[config.mk]
export PLATFORM = sky130hd
export DESIGN_NAME = clint
export DESIGN_NICKNAME = d
export VERILOG_FILES = /design/src/rtl/clint_pkg.sv /design/src/rtl/clint.sv
export SDC_FILE = /design/constraint.sdc
export NUM_CORES = 1
export LEC_CHECK = 0
export ABC_AREA = 0
export CAP_MARGIN = 20
export CORE_MARGIN = 5
export CORE_UTILIZATION = 39
export DETAILED_ROUTE_END_ITERATION = 12
export GPL_TIMING_DRIVEN = 0
export PLACE_DENSITY = 0.86
export SYNTH_ARGS = -nofsm -noshare
export SYNTH_HDL_FRONTEND = slang
export SYNTH_SLANG_ARGS = --single-unit
[constraint.sdc]
create_clock -name clk -period 5.42 [get_ports clk]
set_clock_uncertainty 0.2 [all_clocks]
set_input_delay 0.542 -clock clk [delete_from_list [all_inputs] [get_ports clk]]
set_output_delay 0.542 -clock clk [all_outputs]
set_load 0.02 [all_outputs]
[src/rtl/clint_pkg.sv]
// Shared constants, state encoding and mstatus helpers for the core-local interrupt controller.
package clint_pkg;

  // Instruction encodings recognised in ID
  localparam logic [31:0] InstEcall  = 32'h0000_0073;
  localparam logic [31:0] InstEbreak = 32'h0010_0073;
  localparam logic [31:0] InstMret   = 32'h3020_0073;

  // mcause values
  localparam logic [31:0] CauseEcall  = 32'd11;
  localparam logic [31:0] CauseEbreak = 32'd3;
  localparam logic [31:0] CauseExtInt = 32'h8000_000B;

  // CSR addresses written through the CLINT port of csr_reg
  localparam logic [11:0] CsrMstatus = 12'h300;
  localparam logic [11:0] CsrMepc    = 12'h341;
  localparam logic [11:0] CsrMcause  = 12'h342;

  typedef enum logic [2:0] {
    StIdle,
    StWMepc,
    StWMstatus,
    StWMcause,
    StRetMstatus,
    StAssert
  } clint_state_e;

  // Trap entry: MPIE <- MIE, MIE <- 0
  function automatic logic [31:0] mstatus_trap(input logic [31:0] ms);
    logic [31:0] r;
    r    = ms;
    r[7] = ms[3];
    r[3] = 1'b0;
    return r;
  endfunction

  // Trap return: MIE <- MPIE, MPIE <- 1
  function automatic logic [31:0] mstatus_ret(input logic [31:0] ms);
    logic [31:0] r;
    r    = ms;
    r[3] = ms[7];
    r[7] = 1'b1;
    return r;
  endfunction

endpackage

[src/rtl/clint.sv]
// Core-local interrupt controller: detects traps/mret in ID, stalls the pipeline,
// sequences mepc/mstatus/mcause writes one per cycle, then issues a one-cycle redirect.
module clint
  import clint_pkg::*;
#(
  parameter int unsigned INT_W = 8
) (
  input  logic             clk,
  input  logic             rst_n,
  input  logic [31:0]      inst_i,
  input  logic [31:0]      inst_addr_i,
  input  logic             jump_flag_i,
  input  logic [31:0]      jump_addr_i,
  input  logic             hold_flag_i,
  input  logic [INT_W-1:0] int_flag_i,
  input  logic [31:0]      csr_mtvec_i,
  input  logic [31:0]      csr_mepc_i,
  input  logic [31:0]      csr_mstatus_i,
  input  logic             global_int_en_i,
  output logic             we_o,
  output logic [31:0]      waddr_o,
  output logic [31:0]      wdata_o,
  output logic             hold_flag_o,
  output logic             int_assert_o,
  output logic [31:0]      int_addr_o
);

  clint_state_e state_q, state_d;
  logic [31:0]  pc_q, pc_d;
  logic [31:0]  cause_q, cause_d;
  logic         we_q, we_d;
  logic [31:0]  waddr_q, waddr_d;
  logic [31:0]  wdata_q, wdata_d;
  logic         assert_q, assert_d;
  logic [31:0]  addr_q, addr_d;

  logic ev_ecall, ev_ebreak, ev_mret, ev_int;

  // Event decode; an async interrupt waits while another unit holds the pipeline
  always_comb begin
    ev_ecall  = (inst_i == InstEcall);
    ev_ebreak = (inst_i == InstEbreak);
    ev_mret   = (inst_i == InstMret);
    ev_int    = (|int_flag_i) && global_int_en_i && !hold_flag_i;
  end

  // Next-state, latched PC/cause and stall request
  always_comb begin
    state_d     = state_q;
    pc_d        = pc_q;
    cause_d     = cause_q;
    hold_flag_o = (state_q != StIdle);
    unique case (state_q)
      StIdle: begin
        if (ev_ecall) begin
          state_d     = StWMepc;
          pc_d        = inst_addr_i;
          cause_d     = CauseEcall;
          hold_flag_o = 1'b1;
        end else if (ev_ebreak) begin
          state_d     = StWMepc;
          pc_d        = inst_addr_i;
          cause_d     = CauseEbreak;
          hold_flag_o = 1'b1;
        end else if (ev_mret) begin
          state_d     = StRetMstatus;
          hold_flag_o = 1'b1;
        end else if (ev_int) begin
          state_d     = StWMepc;
          // A redirect in flight means inst_i is about to be squashed; resume at the target
          pc_d        = jump_flag_i ? jump_addr_i : inst_addr_i;
          cause_d     = CauseExtInt;
          hold_flag_o = 1'b1;
        end
      end
      StWMepc:      state_d = StWMstatus;
      StWMstatus:   state_d = StWMcause;
      StWMcause:    state_d = StAssert;
      StRetMstatus: state_d = StAssert;
      StAssert:     state_d = StIdle;
      default:      state_d = StIdle;
    endcase
  end

  // Registered outputs are precomputed from the state being entered
  always_comb begin
    we_d     = 1'b0;
    waddr_d  = 32'h0;
    wdata_d  = 32'h0;
    assert_d = 1'b0;
    addr_d   = 32'h0;
    unique case (state_d)
      StWMepc: begin
        we_d    = 1'b1;
        waddr_d = {20'h0, CsrMepc};
        wdata_d = pc_d;
      end
      StWMstatus: begin
        we_d    = 1'b1;
        waddr_d = {20'h0, CsrMstatus};
        wdata_d = mstatus_trap(csr_mstatus_i);
      end
      StWMcause: begin
        we_d    = 1'b1;
        waddr_d = {20'h0, CsrMcause};
        wdata_d = cause_d;
      end
      StRetMstatus: begin
        we_d    = 1'b1;
        waddr_d = {20'h0, CsrMstatus};
        wdata_d = mstatus_ret(csr_mstatus_i);
      end
      StAssert: begin
        assert_d = 1'b1;
        addr_d   = (state_q == StRetMstatus) ? csr_mepc_i : csr_mtvec_i;
      end
      default: begin
        we_d = 1'b0;
      end
    endcase
  end

  // State and output registers
  always_ff @(posedge clk or negedge rst_n) begin
    if (!rst_n) begin
      state_q  <= StIdle;
      pc_q     <= 32'h0;
      cause_q  <= 32'h0;
      we_q     <= 1'b0;
      waddr_q  <= 32'h0;
      wdata_q  <= 32'h0;
      assert_q <= 1'b0;
      addr_q   <= 32'h0;
    end else begin
      state_q  <= state_d;
      pc_q     <= pc_d;
      cause_q  <= cause_d;
      we_q     <= we_d;
      waddr_q  <= waddr_d;
      wdata_q  <= wdata_d;
      assert_q <= assert_d;
      addr_q   <= addr_d;
    end
  end

  assign we_o         = we_q;
  assign waddr_o      = waddr_q;
  assign wdata_o      = wdata_q;
  assign int_assert_o = assert_q;
  assign int_addr_o   = addr_q;

endmodule

### Word level (Yosys, flattened, before mapping)

Cells that the tools add are included.

| storage, ports and cells | value |
|---|---|
| flip-flop bits (word level) | 165 |
| word-level logic and storage cells | 56 |
| input bits | 205 |
| output and inout bits | 99 |

| operators by class | value |
|---|---|
| reductions and logical operators | 9 |
| muxes and demuxes | 27 |
| equality and inequality tests | 12 |

Operators by type and width:

| kind | count |
|---|---|
| 32-bit two-way mux | 13 |
| 32-bit one-hot mux with 4 select lines | 1 |
| 32-bit by 21-bit equality test with 1-bit output (second input constant) | 1 |
| 32-bit by 30-bit equality test with 1-bit output (second input constant) | 1 |
| 32-bit by 7-bit equality test with 1-bit output (second input constant) | 1 |
| 10-bit one-hot mux with 3 select lines | 1 |
| 3-bit by 2-bit equality test with 1-bit output (second input constant) | 4 |
| 3-bit two-way mux | 4 |
| 3-bit one-hot mux with 4 select lines | 1 |
| 3-bit equality test (second input constant) | 3 |
| 8-bit OR reduction | 1 |
| 1-bit two-way mux | 7 |
| 3-bit by 1-bit equality test with 1-bit output (second input constant) | 2 |
| 2-bit OR reduction | 2 |
| 4-bit OR reduction | 1 |
| 3-bit logical NOT | 1 |
| 3-bit nonzero test | 1 |
| 1-bit logical AND | 2 |
| 1-bit logical NOT | 1 |

### Depth between registers and ports, before layout

Gate-level depths: netlist (run 1).

| depth | value |
|---|---|
| depth after elaboration | 11 |
| gate-level depth with buffers | 7 |
| gate-level depth less buffers | 6 |

### Worst setup path before layout (run 1)

No wires, ideal clock.

| timing path | value |
|---|---|
| kind | input to output |
| from | input port int_flag_i[1] |
| to | output port hold_flag_o |
| required time | 4.678 ns |
| path slack | 2.997 ns |
| stages | 3 |
| arrival | 1.681 ns |
| path through | nor4_1 > a21oi_1 > or4_1 |

| between the ends | value |
|---|---|
| cells in the longest elaborated chain, start to end | 8 |

RTL lines:

| what | line | RTL |
|---|---|---|
| from (decl) | clint.sv:15 | `input logic [INT_W-1:0] int_flag_i,` |
| 8-bit OR reduction | clint.sv:44 | `ev_int = (\|int_flag_i) && global_int_en_i && !hold_flag_i;` |
| 1-bit logical AND (2 in series) | clint.sv:44 |  |
| 1-bit two-way mux | clint.sv:68 | `end else if (ev_int) begin` |
| 1-bit two-way mux | clint.sv:65 | `end else if (ev_mret) begin` |
| 1-bit two-way mux | clint.sv:60 | `end else if (ev_ebreak) begin` |
| 1-bit two-way mux | clint.sv:55 | `if (ev_ecall) begin` |
| 1-bit two-way mux | clint.sv:53 | `unique case (state_q)` |
| to (decl) | clint.sv:23 | `output logic hold_flag_o,` |

Every way passes these cells.

### Worst setup path after layout (run 1)

Same ends and word-level chain as after synthesis.

==> flow_summary.json, run 1 <==
{
  "required_ns": 4.68,
  "ir_worst_vdd_mv": 0.201,
  "cp.arrival_ns": 2.73,
  "ys_types": 48,
  "finalNetCount": 888,
  "placed_cell_area_sq_um": 7680,
  "drc_errors": 0,
  "final_common_cell": "clkdlybuf4s50_1",
  "maxSlewViolCount": 0,
  "postCtsHoldBufs": 1,
  "critPathLaunchType": "input port",
  "dp_hpwl_microns": 13600,
  "htreeDepth": 3,
  "ctsResizeCount": 0,
  "hold_violations": 0,
  "post-cts-setup-buffers": 0,
  "synthCells": 368,
  "wl_per_cell_microns": 20.5,
  "gp_congestion": 0.842,
  "synth.cell_area_sq_um": 4620,
  "initial_core_util_pct": 40.1,
  "worst_pin_slew_ns": 0.543,
  "critPathMaxFanout": 2,
  "power.density_nw_per_um2": 382,
  "clock.fmax_ghz": 0.288,
  "top_layer": "met4",
  "hold_class": "register to register",
  "worstSkewPairLatency_ns": 0.35,
  "die_area_sq_um": 14100,
  "cap_violations": 0,
  "utilization_pct": 69.2,
  "ys_seq_area_share_pct": 56.9,
  "yosys_warnings": 0,
  "grt_pass1_vias": 4796,
  "drtPass1Iterations": 5,
  "area_growth_syn_to_layout_pct": 72.6,
  "p_leak_nw": 3.56,
  "cp-end-kind": "output port",
  "met3_wirelength_microns": 1760,
  "syn_avg_cell_area_sq_um": 12.6,
  "dr_wl_met2_microns": 8630,
  "antenna_found_initial": 0,
  "path_buf_inv": 2,
  "initialDrtViolationCount": 350,
  "antennaDiodeCount": 0,
  "slowest_delay_ns": 0.58,
  "clockRootBuffer": "clkbuf_16",
  "cts.clk_slew.worst_paths_ns": 0.07,
  "numCtsBuffers": 9,
  "relSlewSlack_pct": 63.8,
  "viasPerCell": 5.39,
  "crit_chain": "clkdlybuf4s50_1 > nor4_1 > a21oi_1 > or4_1 > clkdlybuf4s50_1",
  "fin_setup_tns_ns": 0,
  "yosys_register_bits": 105,
  "placed_cells": 814,
  "finalSetupViolCount": 0,
  "final_cell_area_sq_um": 7970,
  "wl_microns": 17000,
  "num_vias": 4479,
  "fin_cells": 831,
  "fin_crit_ns": 3.47,
  "layout_common_cells": "275 x clkdlybuf4s50_1, 105 x dfrtp_1, 32 x a22o_1, 32 x buf_4",
  "core_area_sq_um": 11500,
  "overflow": 0,
  "crit_slowest_cell": "clkdlybuf4s50_1",
  "tritoncts": "yes",
  "die_y_microns": 119,
  "grt_pass1_wl_microns": 26300,
  "status": "complete, no violations",
  "setup_slack_ns": 1.95,
  "grt_start_max_net_pins": 70,
  "cts_sinks": 105,
  "io_pins": 304,
  "place_ws_ns": 1.96,
  "clk_path_buf_depth": 2,
  "path_class": "input port to output port",
  "fin_crit_sh_pct": 64.0,
  "port_buffers": 276,
  "rsz0062_at_grt": "false",
  "ant_nets": 0,
  "grt_usage_pct": 23.6,
  "wl_met1_microns": 6180,
  "crit_family": "simple AND/OR/NAND/NOR gates",
  "drive_gt1_share_pct": 10.9,
  "power.total_mw": 3.05,
  "die_w_microns": 119,
  "hold_slack_ns": 0.304,
  "row_count": 39,
  "cp_common_cell": "clkdlybuf4s50_1"
}
## where the power goes
| part | internal (mW) | leakage [nW] | switching, mW |
|---|---|---|---|
| combinational | 0.679 | 2.02 | 0.738 |
| sequential | 0.962 | 1.40 | 0.0538 |
| clock | 0.316 | 0.134 | 0.298 |
## state kept, by name, summed over array words and instances (netlist names)
| name | flops |
|---|---|
| cause_q | 32 |
| int_addr_o | 32 |
| int_assert_o | 1 |
| state_q | 3 |
| waddr_o | 4 |
| wdata_o | 32 |
| we_o | 1 |
## routing by layer
layer / global-route usage (%) / up-vias
li1: - / 2015
met1: 26.4 / 2159
met3: 8.67 / 30
met5: 0 / -
met4: 8.18 / 0
met2: 41.6 / 275
## final timing paths
check,from,end,slack [ns],cells after the start
worst max-delay path,int_flag_i[1],hold_flag_o,1.95,5
worst min-delay path,cause_q[0]$_DFF_PN0_,cause_q[0]$_DFF_PN0_,0.30,1
worst max register to register,state_q[1]$_DFF_PN0_,wdata_o[28]$_DFF_PN0_,2.92,7
worst min register to register,cause_q[0]$_DFF_PN0_,cause_q[0]$_DFF_PN0_,0.30,1
max in group asynchronous,rst_n,int_addr_o[26]$_DFF_PN0_,3.82,3
min in group asynchronous,rst_n,waddr_o[1]$_DFF_PN0_,0.51,2
## cell usage after synthesis, drive strengths merged
cell | instances | area [sq um]
a21o | 3 | 22.5
a22o | 32 | 280
and4bb | 1 | 12.5
a2bb2oi | 1 | 8.76
and4 | 2 | 17.5
nand4 | 3 | 33.8
and3 | 27 | 169
nor3 | 9 | 50.1
dfrtp | 105 | 2630
or2 | 1 | 6.26
a21oi | 8 | 40.0
o211ai | 1 | 12.5
clkbuf | 25 | 93.8
a221o | 27 | 270
conb | 1 | 3.75
and4b | 2 | 20.0
nand2b | 1 | 6.26
inv | 5 | 18.8
o31ai | 4 | 30.0
buf | 38 | 274
nand2 | 2 | 15.0
nand3 | 1 | 5.00
xnor2 | 1 | 8.76
a21boi | 2 | 18.8
a32oi | 3 | 26.3
and2 | 1 | 6.26
nor4 | 8 | 98.9
a32o | 27 | 270
a31oi | 1 | 6.26
a211oi | 1 | 12.5
or3 | 5 | 36.3
o32ai | 3 | 26.3
nor2 | 10 | 47.6
or4 | 1 | 7.51
o21ai | 6 | 37.5
## logic make-up (layout without fill, tap and decap cells)
logic type,Yosys count,in the layout,share of synthesized area (%)
and+or+nand+nor,74,74,11.5
other,1,27,0.0812
DFF,105,105,56.9
buffers and inverters,68,362,8.37
AOI/OAI and AO/OA,119,119,23.0
xor gates and xnor gates,1,1,0.190
## worst register-to-register path, stage by stage (launching register included)
cell	delay (ns)
dfrtp_1	0.36
buf_2	0.16
or3_4	0.43
a211oi_2	0.31
o21ai_2	0.20
nor2_4	0.30
buf_2	0.29
a221o_1	0.20
## cell type report
| type | instances | area (sq um) |
|---|---|---|
| buffer | 63 | 368 |
| clock buffer | 9 | 225 |
| clock inverter | 7 | 53.8 |
| fill | 831 | 3540 |
| inverter | 5 | 18.8 |
| multi-input combinational | 221 | 1700 |
| sequential | 105 | 2630 |
| tap | 143 | 179 |
| timing repair buffer | 278 | 2800 |
(Power assumes the default switching activity.)
==> inputs of run 2 (changes only) <==
--- a/config.mk
+++ b/config.mk
@@ -8,10 +8,10 @@
 export ABC_AREA = 0
 export CAP_MARGIN = 20
 export CORE_MARGIN = 5
-export CORE_UTILIZATION = 39
+export CORE_UTILIZATION = 36
 export DETAILED_ROUTE_END_ITERATION = 12
 export GPL_TIMING_DRIVEN = 0
-export PLACE_DENSITY = 0.86
+export PLACE_DENSITY = 0.8
 export SYNTH_ARGS = -nofsm -noshare
 export SYNTH_HDL_FRONTEND = slang
 export SYNTH_SLANG_ARGS = --single-unit
==> constraint.sdc (replaced) <==
create_clock -name clk -period 3.2 [get_ports clk]
set_clock_uncertainty 0.2 [all_clocks]
set_input_delay 0.32 -clock clk [delete_from_list [all_inputs] [get_ports clk]]
set_output_delay 0.32 -clock clk [all_outputs]
set_load 0.02 [all_outputs]
==> flow_summary.json, run 2 (synthesis gave the netlist of run 1 again) <==
{
  "core_area_sq_um": 12600,
  "critPathMaxFanout": 4,
  "gp_congestion": 0.899,
  "drtPass1Iterations": 4,
  "antenna_found_initial": 0,
  "area_growth_syn_to_layout_pct": 73.4,
  "drc_errors": 0,
  "port_buffers": 276,
  "clk_path_buf_depth": 2,
  "place_ws_ns": 0.219,
  "cp-end-kind": "output port",
  "ir_worst_vdd_mv": 0.297,
  "final_cell_area_sq_um": 8010,
  "r2r-start": "state_q[1]$_DFF_PN0_",
  "dp_hpwl_microns": 13400,
  "grt_busiest_layer": "met2",
  "p_leak_nw": 3.56,
  "grt_usage_pct": 21.6,
  "reg2reg_to": "wdata_o[23]$_DFF_PN0_",
  "grt_pass1_wl_microns": 25100,
  "finalSetupViolCount": 0,
  "io_pins": 304,
  "gr-usage-met2_pct": 36.1,
  "placed_cell_area_sq_um": 7720,
  "overflow": 0,
  "die_w_microns": 123,
  "r2r_cells": 7,
  "row_count": 41,
  "grt_pass1_vias": 4618,
  "worst_pin_slew_ns": 0.553,
  "clock.fmax_ghz": 0.333,
  "worstSkewPairLatency_ns": 0.34,
  "status": "complete, no violations",
  "cap_violations": 0,
  "hold_violations": 0,
  "critPathLaunchType": "input port",
  "rsz0062_at_grt": "false",
  "cts.clk_slew.worst_paths_ns": 0.07,
  "initial_core_util_pct": 36.6,
  "hold_class": "input port to async pin",
  "crit_start": "inst_i[24]",
  "setup_slack_ns": 0.198,
  "wl_microns": 16800,
  "ant_nets": 0,
  "numCtsBuffers": 9,
  "drive_gt1_share_pct": 10.8,
  "maxSlewViolCount": 0,
  "fin_crit_sh_pct": 93.8,
  "final_common_cell": "clkdlybuf4s50_1",
  "fillers": 994,
  "required_ns": 2.68,
  "initialDrtViolationCount": 269,
  "cts_sinks": 105,
  "wl_per_cell_microns": 19.6,
  "tritoncts": "yes",
  "die_area_sq_um": 15200,
  "rrSetupSlack_ns": 0.72,
  "post-cts-setup-buffers": 0,
  "fin_setup_tns_ns": 0,
  "viasPerCell": 5.08,
  "layout_common_cells": "275 x clkdlybuf4s50_1, 105 x dfrtp_1, 32 x a22o_1, 32 x buf_4",
  "die_y_microns": 123,
  "grt_start_max_net_pins": 77,
  "relSlewSlack_pct": 63.1,
  "use_met1_pct": 25.0,
  "clockRootBuffer": "clkbuf_16",
  "htreeDepth": 3,
  "finalNetCount": 888,
  "power.density_nw_per_um2": 645,
  "path_class": "input port to output port",
  "cp.arrival_ns": 2.48,
  "met3_usage_pct": 8.14,
  "fin_crit_ns": 3.00,
  "num_vias": 4367,
  "antennaDiodeCount": 0,
  "ctsResizeCount": 0
}
[run 2: changes by cell type in the layout (fill, tap and decap cells not counted)]
cell and delta:
inv_6 +1, clkinv_2 -1, clkbuf_1 +1, clkinvlp_4 -1
[run 2: critical path: stages]
cell	delay, ns
clkdlybuf4s50_1	0.41
nor4_2	0.39
nand4_1	0.29
nor2_1	0.28
or4_1	0.17
clkdlybuf4s50_1	0.61
[run 2: worst max-delay path by stage]
stage	to	cells after the start
after floorplan	wdata_o[1]$_DFF_PN0_	7
after global placement	int_addr_o[4]$_DFF_PN0_	1
final	hold_flag_o	6
after global routing	hold_flag_o	5
after detailed placement	hold_flag_o	5
after CTS	hold_flag_o	5
[run 2: final cells by class]
| class | count | area [sq um] | area share [%] |
|---|---|---|---|
| Sequential cell | 105 | 2630 | 32.8 |
| Multi-Input combinational cell | 221 | 1700 | 21.3 |
| Clock inverter | 6 | 50.0 | 0.625 |
| Tap cell | 172 | 215 | 2.69 |
| Clock buffer | 10 | 229 | 2.86 |
| Inverter | 5 | 18.8 | 0.234 |
| Buffer | 63 | 368 | 4.59 |
| Timing Repair Buffer | 278 | 2800 | 34.9 |
[run 2: timing repair]
item	4_1_cts	5_1_grt
setup endpoints to repair	0	0
endpoints found under the hold margin	29	0
hold buffers	1	0
[run 2: where the power goes]
part           total, mW  switching, mW  internal (mW)
sequential          1.73         0.0950           1.63
combinational       2.40           1.25           1.15
clock               1.05          0.507          0.540
[run 2: metrics by stage]
step	cells	utilization [%]	total power, mW	hold slack, ns
after CTS	860	63.5	5.22	0.248
final	860	63.5	5.17	0.258
after global routing	860	63.5	5.44	0.288
after detailed placement	843	61.2	4.15	0.0795
after global placement	842	61.0	4.10	0.263
after floorplan	394	-	2.96	-0.176
[run 2: per-layer routing]
metal,wire length [microns],part of all wire (%)
met5,0,0
met1,6130,36
met4,444,2.6
met2,8250,49
met3,2020,12
==> inputs of run 3 (changes only) <==
--- a/config.mk
+++ b/config.mk
@@ -8,10 +8,10 @@
 export ABC_AREA = 0
 export CAP_MARGIN = 20
 export CORE_MARGIN = 5
-export CORE_UTILIZATION = 36
+export CORE_UTILIZATION = 39
 export DETAILED_ROUTE_END_ITERATION = 12
 export GPL_TIMING_DRIVEN = 0
-export PLACE_DENSITY = 0.8
+export PLACE_DENSITY = 0.86
 export SYNTH_ARGS = -nofsm -noshare
 export SYNTH_HDL_FRONTEND = slang
 export SYNTH_SLANG_ARGS = --single-unit
==> constraint.sdc (replaced) <==
create_clock -name clk -period 3.48 [get_ports clk]
set_clock_uncertainty 0.2 [all_clocks]
set_input_delay 0.348 -clock clk [delete_from_list [all_inputs] [get_ports clk]]
set_output_delay 0.348 -clock clk [all_outputs]
set_load 0.02 [all_outputs]
==> results of run 3 <==
The final DEF is identical to that of run 1. Status: complete, no violations.
Main changes from that run: setup slack after placement 1.96 ns -> 0.408 ns; setup slack after layout 1.95 ns -> 0.399 ns; register-to-register setup slack 2.92 ns -> 0.98 ns; total power 3.05 mW -> 4.75 mW; worst IR drop on VDD 0.201 mV -> 0.313 mV
